<file path="src/rtl/serial_full_adder_unit.sv">
// rtl/serial_full_adder_unit.sv - bit-serial adder/subtractor on one full-adder cell (optional SERIAL_ADDER_SUB_EN)
module serial_full_adder_unit #(
    parameter int WIDTH = 8
) (
    input  logic             clk,
    input  logic             rst,
    input  logic             start,
    input  logic [WIDTH-1:0] a,
    input  logic [WIDTH-1:0] b,
    input  logic             cin,
`ifdef SERIAL_ADDER_SUB_EN
    input  logic             sub,
`endif
    output logic [WIDTH-1:0] sum,
    output logic             cout,
    output logic             ovf,
    output logic             busy,
    output logic             done
);

    localparam int CW = $clog2(WIDTH + 1);
    localparam logic [CW-1:0] LAST = CW'(WIDTH - 1);

    typedef enum logic [1:0] {
        S_IDLE = 2'd0,
        S_RUN  = 2'd1,
        S_DONE = 2'd2
    } state_t;

    state_t           state;
    state_t           state_next;
    logic [WIDTH-1:0] a_sh;
    logic [WIDTH-1:0] b_sh;
    logic             c;
    logic [CW-1:0]    cnt;
    logic             accept;
    logic             last_bit;
    logic             s;
    logic             c_next;
    logic [WIDTH-1:0] sum_next;
    logic [WIDTH-1:0] load_b;
    logic             load_c;

    assign accept   = start && (state != S_RUN);
    assign last_bit = (cnt == LAST);

    // Full-adder cell: parity sum and majority carry on the current LSBs
    always_comb begin
        s      = a_sh[0] ^ b_sh[0] ^ c;
        c_next = (a_sh[0] & b_sh[0]) | (a_sh[0] & c) | (b_sh[0] & c);
    end

    // New sum bit enters at the MSB so bit i lands at sum[i] after WIDTH shifts
    generate
        if (WIDTH == 1) begin : g_sum_w1
            assign sum_next = s;
        end else begin : g_sum_wn
            assign sum_next = {s, sum[WIDTH-1:1]};
        end
    endgenerate

    // Operand B and carry seed for the accepting edge (subtract = add inverted B plus one)
    always_comb begin
        load_b = b;
        load_c = cin;
`ifdef SERIAL_ADDER_SUB_EN
        if (sub) begin
            load_b = ~b;
            load_c = 1'b1;
        end
`endif
    end

    // State register
    always_ff @(posedge clk) begin
        if (rst) begin
            state <= S_IDLE;
        end else begin
            state <= state_next;
        end
    end

    // Next-state logic; start during RUN is ignored
    always_comb begin
        state_next = state;
        case (state)
            S_IDLE:  if (start) state_next = S_RUN;
            S_RUN:   if (last_bit) state_next = S_DONE;
            S_DONE:  state_next = start ? S_RUN : S_IDLE;
            default: state_next = S_IDLE;
        endcase
    end

    // Status outputs decoded from the state register
    always_comb begin
        busy = (state == S_RUN);
        done = (state == S_DONE);
    end

    // Datapath: load on accept, one bit per RUN cycle, flags captured on the last bit
    always_ff @(posedge clk) begin
        if (rst) begin
            a_sh <= '0;
            b_sh <= '0;
            c    <= 1'b0;
            cnt  <= '0;
            sum  <= '0;
            cout <= 1'b0;
            ovf  <= 1'b0;
        end else if (accept) begin
            a_sh <= a;
            b_sh <= load_b;
            c    <= load_c;
            cnt  <= '0;
        end else if (state == S_RUN) begin
            a_sh <= a_sh >> 1;
            b_sh <= b_sh >> 1;
            c    <= c_next;
            cnt  <= cnt + CW'(1);
            sum  <= sum_next;
            if (last_bit) begin
                cout <= c_next;
                ovf  <= c ^ c_next;
            end
        end
    end

endmodule

</file>
<file path="config.mk">
export PLATFORM = sky130hd
export DESIGN_NAME = serial_full_adder_unit
export DESIGN_NICKNAME = d
export VERILOG_FILES = /design/src/rtl/serial_full_adder_unit.sv
export SDC_FILE = /design/constraint.sdc
export NUM_CORES = 1
export LEC_CHECK = 0
export ABC_AREA = 1
export BUFFER_PORTS_ARGS = -buffer_cell sky130_fd_sc_hd__buf_2
export CORE_MARGIN = 2
export CORE_UTILIZATION = 50
export DETAILED_ROUTE_END_ITERATION = 7
export PLACE_DENSITY_LB_ADDON = 0.25
export SETUP_SLACK_MARGIN = 0.15
export SLEW_MARGIN = 30
export SYNTH_ARGS = -nofsm -noshare
export SYNTH_HDL_FRONTEND = slang
export SYNTH_SLANG_ARGS = --single-unit
export TNS_END_PERCENT = 20
</file>
<file path="constraint.sdc">
create_clock -name clk -period 1.7 [get_ports clk]
set_input_delay 0.34 -clock clk [delete_from_list [all_inputs] [get_ports clk]]
set_output_delay 0.34 -clock clk [all_outputs]
set_load 0.005 [all_outputs]
</file>
After elaboration in Yosys (flattened, before gate mapping)
Index checks and enable logic that the tools add are counted.

Register bits: 33. Latch bits: 0. RAM bits: 0. Memory bits (read-only): 0. Bits of input ports: 20. Output and inout bits: 12. Logic and storage cells: 41. Memories kept: 0.

Add/subtract/negate cells: 1. $mul: 0. Div/mod/pow operators: 0. Order comparisons: 0. Equality and inequality tests: 6. Shift-type cells: 0. Multiplexer cells: 10. Bitwise operators: 9. Reduce and logical (&&, ||, !) cells: 7.

Operators by type and width (number): $mux 8 (4); $pmux 2 s3 (1); $add 4x1->4 const B (1); $eq 4x3->1 const B (1); $mux 2 (2); $ne 2x1->1 const B (2); $reduce_and 2->1 (2); $and 1x1->1 (3); $mux 1 (3); $reduce_and 3->1 (1); $xor 1x1->1 (3); $eq 2x1->1 const B (1); $eq 2x2->1 const B (1); $logic_not 2->1 (1); $ne 2x2->1 const B (1); $or 1x1->1 (2); $reduce_bool 2->1 (1); $reduce_or 2->1 (1); $logic_and 1x1->1 (1); $not 1->1 (1).

Logic depth before layout (Yosys ltp)
Gate-level depths: netlist (run 1).

Depth after elaboration: 5. Mapped depth: 7.

Worst setup path after synthesis (run 1)
Ideal clock, no wire load.

Path type: register -> register. Start: reg c. End: reg ovf. Library setup time: 115 ps. Arrival: 1080 ps. Data required time: 1585 ps. Setup slack: 505 ps. Cell stages (with the launch flop): 8. Path buffers: 0. Cells stage by stage: dfxtp_1 -> fa_1 -> inv_1 -> nand2_1 -> nand2_1 -> nand3_1 -> nand2_1 -> nor2_1.

Longest elaborated chain between the ends: 4. Elaborated cells between the ends (all ways): 5. Those cells by class: 5 x bitwise.

Ends and longest elaborated chain: start, declared (RTL line 34) `logic c;`; start signal, assigned (RTL line 113) `c <= load_c;`; start signal, assigned (RTL line 118) `c <= c_next;`; $and 1x1->1 (RTL line 50) `c_next = (a_sh[0] & b_sh[0]) | (a_sh[0] & c) | (b_sh[0] & c);`; $or 1x1->1 (RTL line 50); $or 1x1->1 (*) (RTL line 50); named net c_next (RTL line 39) `logic c_next;`; $xor 1x1->1 (*) (RTL line 123) `ovf <= c ^ c_next;`; end signal, assigned (RTL line 123); end, declared (RTL line 16) `output logic ovf,`.

Mark *: on every way through the listed nets, which the timed path passes. The rest lies on a longest branch. A chain may end at the register's enable or synchronous reset.

Worst setup path after layout (run 1)
Start: reg state[0]. End: out busy.

Longest elaborated chain between the ends: 1.

Ends and longest elaborated chain: start, declared (RTL line 30) `state_t state;`; start signal, assigned (RTL line 79) `state <= state_next;`; $eq 2x1->1 (RTL line 96) `busy = (state == S_RUN);`; end, declared (RTL line 17) `output logic busy,`.

Every way passes these cells.

==> results summary, run 1 <==
The register clock-pin slew on the reported worst setup and hold paths came out at about 0.090 ns. The most common library cell in the layout ignoring fill and taps is nand2_1. The combinational group share of total power came out at approximately 17%. The via count of the first global-routing pass came to 1,210.

The post-detailed-route via-to-cell ratio is ~5. Entering global routing, the biggest net connects 25 pins. Counting flops and latches in the post-synthesis netlist gives 33. The number of standard cells in the final layout excluding fillers came out at around 280. The worst hold slack across all endpoints is about 0.25 ns. The gate count after technology mapping came out at approximately 210.

Registers take between 600 and 700 µm². The power consumption is about 1.6 mW. Of all nets on the critical path, the largest fanout is 8.

The minimum clock period is around 1.5 ns. The routability-driven placement congestion ratio is 0.814. The post-detailed-route DRC marker count is 2. The stage delay of the slowest cell on the critical path came out at ~0.4 ns.

The number of buffers created by CTS is 5. The tree is rooted in a clkbuf_4. Setup violations remaining at the end of the flow were counted as 0. The final global-route overflow total is 0.

The final reports fail on design-rule violations. The core area is between 2000 and 3000 µm². The internal power came out at 1.10 mW.

For this design the ratio of total power to cell area is approximately 910 nW/µm². After detailed routing, the total wire length is approximately 3000 µm. The cell area after technology mapping is about 1500 µm². TritonCTS built the clock tree. Input and output buffers added on the ports amount to 31. The top-area cell type share of the netlist area came out at 43.9%. The worst setup path is of the reg2out kind. On the final layout, the worst clock skew is approximately 0.0095 ns. The final-layout setup total negative slack is 0 ns. The area of the die is ~3500 µm².

Across the VDD grid, the largest voltage drop is 0.408 mV. The repair_antennas step left the layout with diodes totalling 0. The total track usage is roughly 19%. The first global-routing pass estimated 5020 µm of wire. The detail route stage leaves a number of antenna-violating nets equal to 0. The critical path goes through inv_2 > nor2_4 > buf_2. The initial core utilization came out at 53.7%. For this run, the top clock speed supported by timing is between 0.6 and 0.7 GHz. At the worst endpoint, the required time is 1.36 ns. The final max-slew violation count came out at 0. Summing over every cut layer, the via total after detailed routing is 1,397. The number of enable flip-flop cells after synthesis came out at 0.

The share of the cycle needed by the critical path after routing is about 87%. The share of the Yosys chip area taken by registers is 43.9%. The number of distinct library cells after synthesis came out at 20. The share of post-route cells with drive strength above 1 came out at about 20%.

No sink is reached through more buffers than the 2 on the longest clock path. The initial antenna violation count came out at 0. The multi-input combinational cells in the finished layout cover a total of about 680 µm². Dividing the synthesized area by the synthesized cell count gives about 7.0 µm². Gates resized during post-CTS repair numbered 1.

After the last flow step, the layout net total stands at between 200 and 300. After the first detailed-routing iteration, the DRC count stood at between 50 and 60. The switching power summed over all nets came out at between 0.4 and 0.5 mW. The count of yosys warnings during synthesis is 0. The share of total power consumed by net switching is roughly 30%. The number of filler instances in the final layout came out at slightly below 300. The most used flip-flop cell after synthesis is dfxtp_1.

The number of iterations in the first detailed-routing pass came out at 6. The number of buffers inserted by post-CTS setup repair came out at 0. The chip width is between 50 and 60 µm. Clock latency on the worst-skew pair, taken at its later pin, is approximately 0.35 ns.

The worst setup path is launched from a flop. The cell count after placement is 270. The sequential group share of total power is a little under three fifths. The number of violations of the max-capacitance limit came out at 0. Setup slack closes at 0.227 ns. The endpoint kind of the worst setup timing path is a primary output.

The top cell types in the final layout, fill and taps aside, are nand2_1, nand3_1, dfxtp_1. The clock sink count came out at 33. The number of buffers added to fix hold violations after cts came out at 0. The detailed-placement wirelength estimate came out at ~2100 µm. The area growth from synthesis to layout is 14.1%. In this run the static leakage power is 0.890 nW. 32 I/O pins were placed. The run finished, with violations left.

Before CTS, the worst setup slack after placement is roughly 0.41 ns. Counting flops with an async set or reset pin after synthesis yields a share of 0%. The transition time of the tightest slew-check pin came out at just over 0.5 ns. The cell with the biggest individual delay on the critical path is dfxtp_1. The initialized floorplan defines 19 standard-cell rows. The clock network accounts for between 20% and 30% of the total power. The height of the chip came out at around 60 µm. The critical path arrival is ~1.1 ns.

Setup repair after global routing left no endpoint under its margin. The path class of the tightest hold or removal check is in2reg. The number of nets in the synthesized netlist is 236.

The total number of H-tree levels is 2. The synthesized design spends more area on one cell type than any other, namely dfxtp_1. The worst slew margin relative to its limit is about two thirds. The hold violation total from the final report came to 0.

Yosys attributes the largest share of cell area to dfxtp_1, nand3_1, nand2_1. The routed length per instance came out at around 11 µm.
worst max-delay path: cells and delay by family (launching register included):
kind                   cells  cell delay (ns)
flip-flops                 1             0.40
buffers and inverters      2             0.21
AND/OR/NAND/NOR            1             0.18
Yosys cell counts (all sizes together), types with 6 or more instances:
cell   instances
a21oi          6
buf           12
dfxtp         33
inv           20
nand2         53
nand3         48
nor2          28
o21ai          9
cell type report:
type                       instances  share of cell area [%]
clock buffer                       6                    2.40
clock inverter                     2                   0.583
inverter                          20                    4.37
multi-input combinational        148                    39.8
sequential                        33                    38.5
tap                               31                    2.26
timing repair buffer              38                    12.1
through the flow:
stage | instance area [µm²] | utilization, %
after detailed placement | 1660 | 59.2
after floorplan | 1510 | -
after CTS | 1720 | 61.2
after global routing | 1720 | 61.2
after global placement | 1660 | 59.2
final | 1720 | 61.2
logic make-up after synthesis:
logic type                 share of synthesized area, %
DFF                                                43.9
adders and majority gates                          2.16
and+or+nand+nor                                    36.7
buffers and inverters                              11.0
xor gates and xnor gates                          0.582
AOI/OAI and AO/OA                                  5.74
state kept, by name, indices dropped and copies added, names as in the netlist:
name	flops
a_sh	8
b_sh	8
sum	8
cnt	4
state	2
c	1
cout	1
ovf	1
per-layer routing:
layer	up-vias	wire (µm)	track usage [%]
li1	745	-	-
met1	612	1370	23.2
met2	32	1360	31.6
met3	8	170	5.49
met4	0	73	10.7
met5	-	0	0
path summary, 6_finish.rpt:
path | end | from | slack, ns | depth (start not counted)
setup / recovery | busy | state[0]$_SDFFE_PP0P_ | 0.23 | 3
setup reg to reg | ovf$_SDFFE_PP0P_ | c$_SDFFE_PP0P_ | 0.42 | 7
hold reg to reg | a_sh[0]$_SDFFE_PP0P_ | a_sh[1]$_SDFFE_PP0P_ | 0.45 | 2
hold / removal | b_sh[7]$_SDFFE_PP0P_ | rst | 0.25 | 2
power by group through the flow:
stage               combinational [mW]  sequential [mW]  clock (mW)
global route                     0.315            0.868       0.470
floorplan                        0.202            0.877           0
finish                           0.270            0.862       0.428
CTS                              0.273            0.862       0.436
global placement                 0.267            0.878           0
detailed placement               0.271            0.880           0
(Power assumes the default switching activity.)
==> run 2, diff against run 1 <==
- CTS_BUF_LIST: not set -> sky130_fd_sc_hd__clkbuf_4
==> results summary, run 2 (same netlist as run 1, synthesis figures left out) <==
The remaining number of nets flagged by the antenna check after routing came out at 0. The startpoint identified for the worst hold timing path is rst. The number of violations of the max-capacitance limit came out at 0. The floorplan has 19 rows. TritonCTS built the clock tree. The worst-case register-to-register setup slack is 0.42 ns. Setup repair after global routing left no endpoint under its margin. The number of top-level design ports is 32. The number of port buffers is 31. The final max-slew violation count came to 0. Post-CTS timing repair inserted 0 buffers for setup. The routability-driven placement congestion ratio is between 0.8 and 0.9. Across all layers, the routed design uses around 1,400 vias. The highest net fanout along the worst path is 8. The post-detailed-route via-to-cell ratio came out at 5.03. The top layer used by detailed routing is met4. The initial antenna violation count was 0. The final worst slack came out at about 0.23 ns. The register clock-pin slew on the reported worst setup and hold paths is ~0.090 ns. The post-detailed-route DRC marker count is 2. In the layout the commonest cells are nand2_1, nand3_1, dfxtp_1. The largest vdd supply drop came out at roughly 0.4 mV. The minimum clock period came out at 1.47 ns. The longest clock path from root to sink contains 2 buffers. The kind of critical path is reg2out.

The die covers ~3500 µm². In this run the critical register-to-register path is captured at ovf$_SDFFE_PP0P_. The die is between 50 and 60 µm tall. After the last flow step, the layout net total stands at about 270.

The length of routed wiring on met1 is about 1400 µm. The largest registers in the layout are a_sh (8), b_sh (8), sum (8). The flow ran to the end, but the final reports show violations. The source-to-sink clock delay at the later pin of the worst-skew pair came out at ~0.35 ns. The worst slew margin relative to its limit is about 65%. The path class of the tightest hold or removal check is in2reg. From synthesis to final layout, the design area changed by 14.4%.

In this run the power density over the cells is 916 nW/µm². The chip width came out at about 60 µm. The routed length on met3 is around 170 µm. The endpoint kind of the worst setup timing path is a primary output. Timing would allow up to roughly 0.68 GHz. At the placement stage, the worst setup path has a slack of slightly above 0.4 ns. The number of buffers created by CTS is 5.

The hold violation total from the final report came out at 0. The total track usage came out at between 15 and 20%. The tree is rooted in a clkbuf_4. The first-pass GRT wire length came out at around 5000 µm. Detailed routing placed a total of around 1400 µm of wire on met2. The count of inserted antenna diode cells came out at 0. The kind of launch point of the worst setup path is a flop. The transition time of the tightest slew-check pin came out at 0.519 ns. Once detailed placement completed, the half-perimeter wirelength came to ~2100 µm. The critical path required time is 1.36 ns. The share of post-route cells with drive strength above 1 came out at 20.6%.

The worst reg2reg path startpoint is c$_SDFFE_PP0P_. The design area is between 1500 and 2000 µm². The share of the cycle needed by the critical path after routing is between 80% and 90%. Summed over all cells, the static leakage comes to ~0.9 nW. The final global-route overflow total came out at 0. In the final timing run, aggregate negative setup slack is 0 ns. The total length of routed wires is approximately 3000 µm.

The initial core utilization is 53.7%. The number of buffers added to fix hold violations after cts is 0. The clock skew came out at a little under 0.01 ns.

After detailed placement, the total cell area comes to approximately 1700 µm². The largest net degree at the start of global routing came out at 25. The detailed router finished its first iteration with 53 violations.

The clock drives 33 sinks. The critical path arrival is around 1.1 ns. The number of placed instances, taps included, is 270. Counting instances, the worst hold path has a depth of 2. Excluding fillers, the count of instances in the completed layout stands at 278. For this run, the detailed router's first-pass iteration total came to 6.

The worst-case reg-to-reg path depth is 7. The final-report setup violation count came out at 0. The routed length per instance is about 11 µm. The checks that failed: design-rule violations. The via count of the first global-routing pass is 1,210. The total number of H-tree levels came out at 2. The most common library cell in the layout ignoring fill and taps is nand2_1.

The worst hold path terminates at b_sh[7]$_SDFFE_PP0P_. The core area is roughly 2800 µm².
-- run 2: final cells by class --
type,count,area (µm²)
clock buffer,6,45.0
clock inverter,2,10.0
fill,292,1080
inverter,20,75.1
multi-input combinational,148,684
sequential,33,661
tap,31,38.8
timing repair buffer,38,208
-- run 2: metrics by stage --
step	util (%)	power, mW	hold WS, ns
global placement	59.2	1.15	0.436
global route	61.4	1.67	0.252
finish	61.4	1.58	0.252
detailed placement	59.2	1.15	0.441
CTS	61.4	1.59	0.251
floorplan	-	1.08	0.427
-- run 2: how the worst max path moves through the flow --
stage                           from                    to  slack [ns]  depth (start not counted)
2_1_floorplan         c$_SDFFE_PP0P_      ovf$_SDFFE_PP0P_        0.51                          7
3_5_place_dp          c$_SDFFE_PP0P_      ovf$_SDFFE_PP0P_        0.41                          7
3_3_place_gp                     rst  a_sh[4]$_SDFFE_PP0P_        0.40                          5
6_report       state[0]$_SDFFE_PP0P_                  busy        0.23                          3
5_1_grt        state[0]$_SDFFE_PP0P_                  busy        0.16                          3
4_1_cts        state[0]$_SDFFE_PP0P_                  busy        0.22                          3
-- run 2: power by group --
group,total [mW],internal [mW],switching [mW]
logic,0.270,0.111,0.158
registers,0.862,0.828,0.0344
clock network,0.445,0.173,0.272
total,1.58,1.11,0.465
-- run 2: metal layers --
| metal | global-route usage [%] | vias to the layer above |
|---|---|---|
| met4 | 10.7 | 0 |
| met3 | 5.49 | 8 |
| met1 | 23.2 | 613 |
| met2 | 31.6 | 31 |
| met5 | 0 | - |
| li1 | - | 745 |
-- run 2: critical path: stages, from the launching register on --
cell     delay, ns
dfxtp_1       0.40
inv_2         0.06
nor2_4        0.18
buf_2         0.15
-- run 2: repair_timing --
item / in CTS / in global routing
hold endpoints to repair: 0 / 0
setup endpoints to repair: 1 / 0
resized for setup: 1 / 0
==> run 3, diff against run 2 <==
- GPL_TIMING_DRIVEN: not set -> 0
==> results summary, run 3 (same netlist as run 1, synthesis figures left out) <==
In the final layout, the registers with the most flip-flops are a_sh (8), b_sh (8), sum (8). The internal power is roughly 1.1 mW. The critical path goes through nor2_4 > buf_6 > buf_8 > buf_2. The kind of critical path is reg2out.

The clock skew came out at roughly 0.013 ns. The total number of H-tree levels is 2. The switching power summed over all nets came out at between 0.4 and 0.5 mW.

The tree is rooted in a clkbuf_4. The share of total power consumed by net switching is 29.1%. In the layout the commonest cells are nand2_1, nand3_1, buf_2. The first routing iteration left between 80 and 90 violations. The critical path arrival is about 1.2 ns. The TritonCTS clock tree is done. CTS saw 33 sinks. The cell with the biggest individual delay on the critical path is dfxtp_1. The via count of the first global-routing pass is around 1,300. The hold violation total from the final report is 0. The clock network accounts for 26.3% of the total power. In the final routed layout, each cell accounts on average for between 10 and 15 µm. The checks that failed: design-rule violations. The reported leakage power came out at around 0.93 nW.

The number of iterations in the first detailed-routing pass is 6. The critical path required time is 1.36 ns. Setup violations remaining at the end of the flow were counted as 0. The source-to-sink clock delay at the later pin of the worst-skew pair came out at 0.34 ns. The share of total power dissipated in combinational logic is between 10% and 20%. The post-layout utilization of the core came out at 63.7%. The height of the chip is ~59 µm.

The worst slew margin relative to its limit came out at just under 70%. The library cell used most frequently in the layout, excluding fill and tap cells, is nand2_1. For the pin with the worst max-slew slack, the measured transition is between 0.4 and 0.5 ns. The endpoint kind of the worst setup timing path is a primary output. The flow ran to the end, but the final reports show violations. The final global-route overflow total is 0. Once placement completed, the tool counted placed cells totaling ~280.

The highest net fanout along the worst path came out at 8. The chip width came out at 58.9 µm. The initial antenna violation count was 0. The sequential group share of total power came out at a little over half.

The final-layout setup total negative slack came out at 0 ns. The final max-slew violation count came to 0. Power spread over the standard cell area amounts to slightly below 900 nW/µm². The net count of the finished layout is between 200 and 300. TritonCTS created 5 clock buffers. For this run, the total global-route usage over all layers was measured as approximately 22%.

The largest net degree at the start of global routing came out at 11. The number of port buffers is 30. The worst setup path is launched from a flop.

The number of filler instances in the final layout came out at between 200 and 300. The number of standard cells in the final layout excluding fillers is between 200 and 300. The post-detailed-route DRC marker count came out at 2.

The number of violations of the max-capacitance limit is 0. The count of nets left with antenna violations once routing finished came out at 0. The largest vdd supply drop came out at about 0.53 mV. The number of top-level design ports is 32.

The placement row count came out at 19. The pre-CTS setup slack is roughly 0.4 ns. Setup repair after global routing could not meet its margin everywhere. The multi-input logic area is 684 µm².

The worst hold slack across all endpoints came out at approximately 0.27 ns. The share of the cycle needed by the critical path after routing is between 80% and 90%. The power consumption came out at between 1.5 and 2 mW. The area growth from synthesis to layout came out at 18.7%. For this configuration, the core starts out at a cell density of between 50% and 60%. The count of inserted antenna diode cells came out at 0. The sequential standard cell area is approximately 660 µm². The register clock-pin slew on the reported worst setup and hold paths is approximately 0.08 ns. The minimum clock period came out at between 1.5 and 2 ns. The design area came out at 1790 µm². Buffers inserted to repair hold after CTS numbered 0.

The total length of routed wires is approximately 3400 µm. The area of the die came out at 3470 µm². The first global-routing pass estimated 5740 µm of wire. The min-delay analysis places its worst path in the category in2reg.

The core area came out at around 2800 µm². The stage delay of the slowest cell on the critical path is about 0.35 ns. Derived from the worst setup path, the maximum achievable clock frequency is between 0.6 and 0.7 GHz.

The post-detailed-route via-to-cell ratio is between 5 and 6. The final worst slack is between 0.15 and 0.2 ns. The HPWL after detailed placement is between 2000 and 2500 µm.

In this run the deepest clock path goes through 2 buffers. The instance area at placement is 1690 µm². The routability-driven placement congestion ratio is 0.840. The post-route netlist has between 20% and 30% of its cells at a drive strength greater than 1. The routed layout has 1,493 vias.
## run 3: final cells by class
cell class	count	share of cell area [%]
sequential	33	37.0
clock inverter	1	0.210
buffer	13	5.04
timing repair buffer	35	10.5
multi-input combinational	148	38.3
tap	31	2.17
inverter	20	4.20
clock buffer	6	2.52
## run 3: path summary, 6_finish.rpt
check                          to  cells past startpoint  slack (ns)             startpoint
max                          busy                      4        0.18  state[1]$_SDFFE_PP0P_
min             cout$_SDFFE_PP0P_                      2        0.27                    rst
max reg2reg      ovf$_SDFFE_PP0P_                      7        0.41         c$_SDFFE_PP0P_
min reg2reg  a_sh[2]$_SDFFE_PP0P_                      2        0.46   a_sh[3]$_SDFFE_PP0P_
## run 3: routing by layer
layer	global-route usage [%]	share of wire, %	vias up
met3	5.93	7.1	8
li1	-	-	761
met2	35.7	48	49
met1	27.0	44	675
met4	6.82	1.5	0
met5	0	0	-
## run 3: critical path, delay by kind of cell (launching register included)
family / cells / cell delay, ns
flops: 1 / 0.35
buf+inv: 3 / 0.37
simple gates: 1 / 0.14
## run 3: what timing repair did
item	CTS	global route
setup buffers	2	3
pin swaps	0	0
endpoints found under the setup margin	1	1
resized for setup	1	1
## run 3: power by group through the flow
stage,sequential [mW],clock [mW],combinational (mW)
floorplan,0.877,0,0.202
global placement,0.878,0,0.291
detailed placement,0.880,0,0.295
CTS,0.861,0.423,0.306
global route,0.868,0.467,0.361
finish,0.861,0.420,0.318
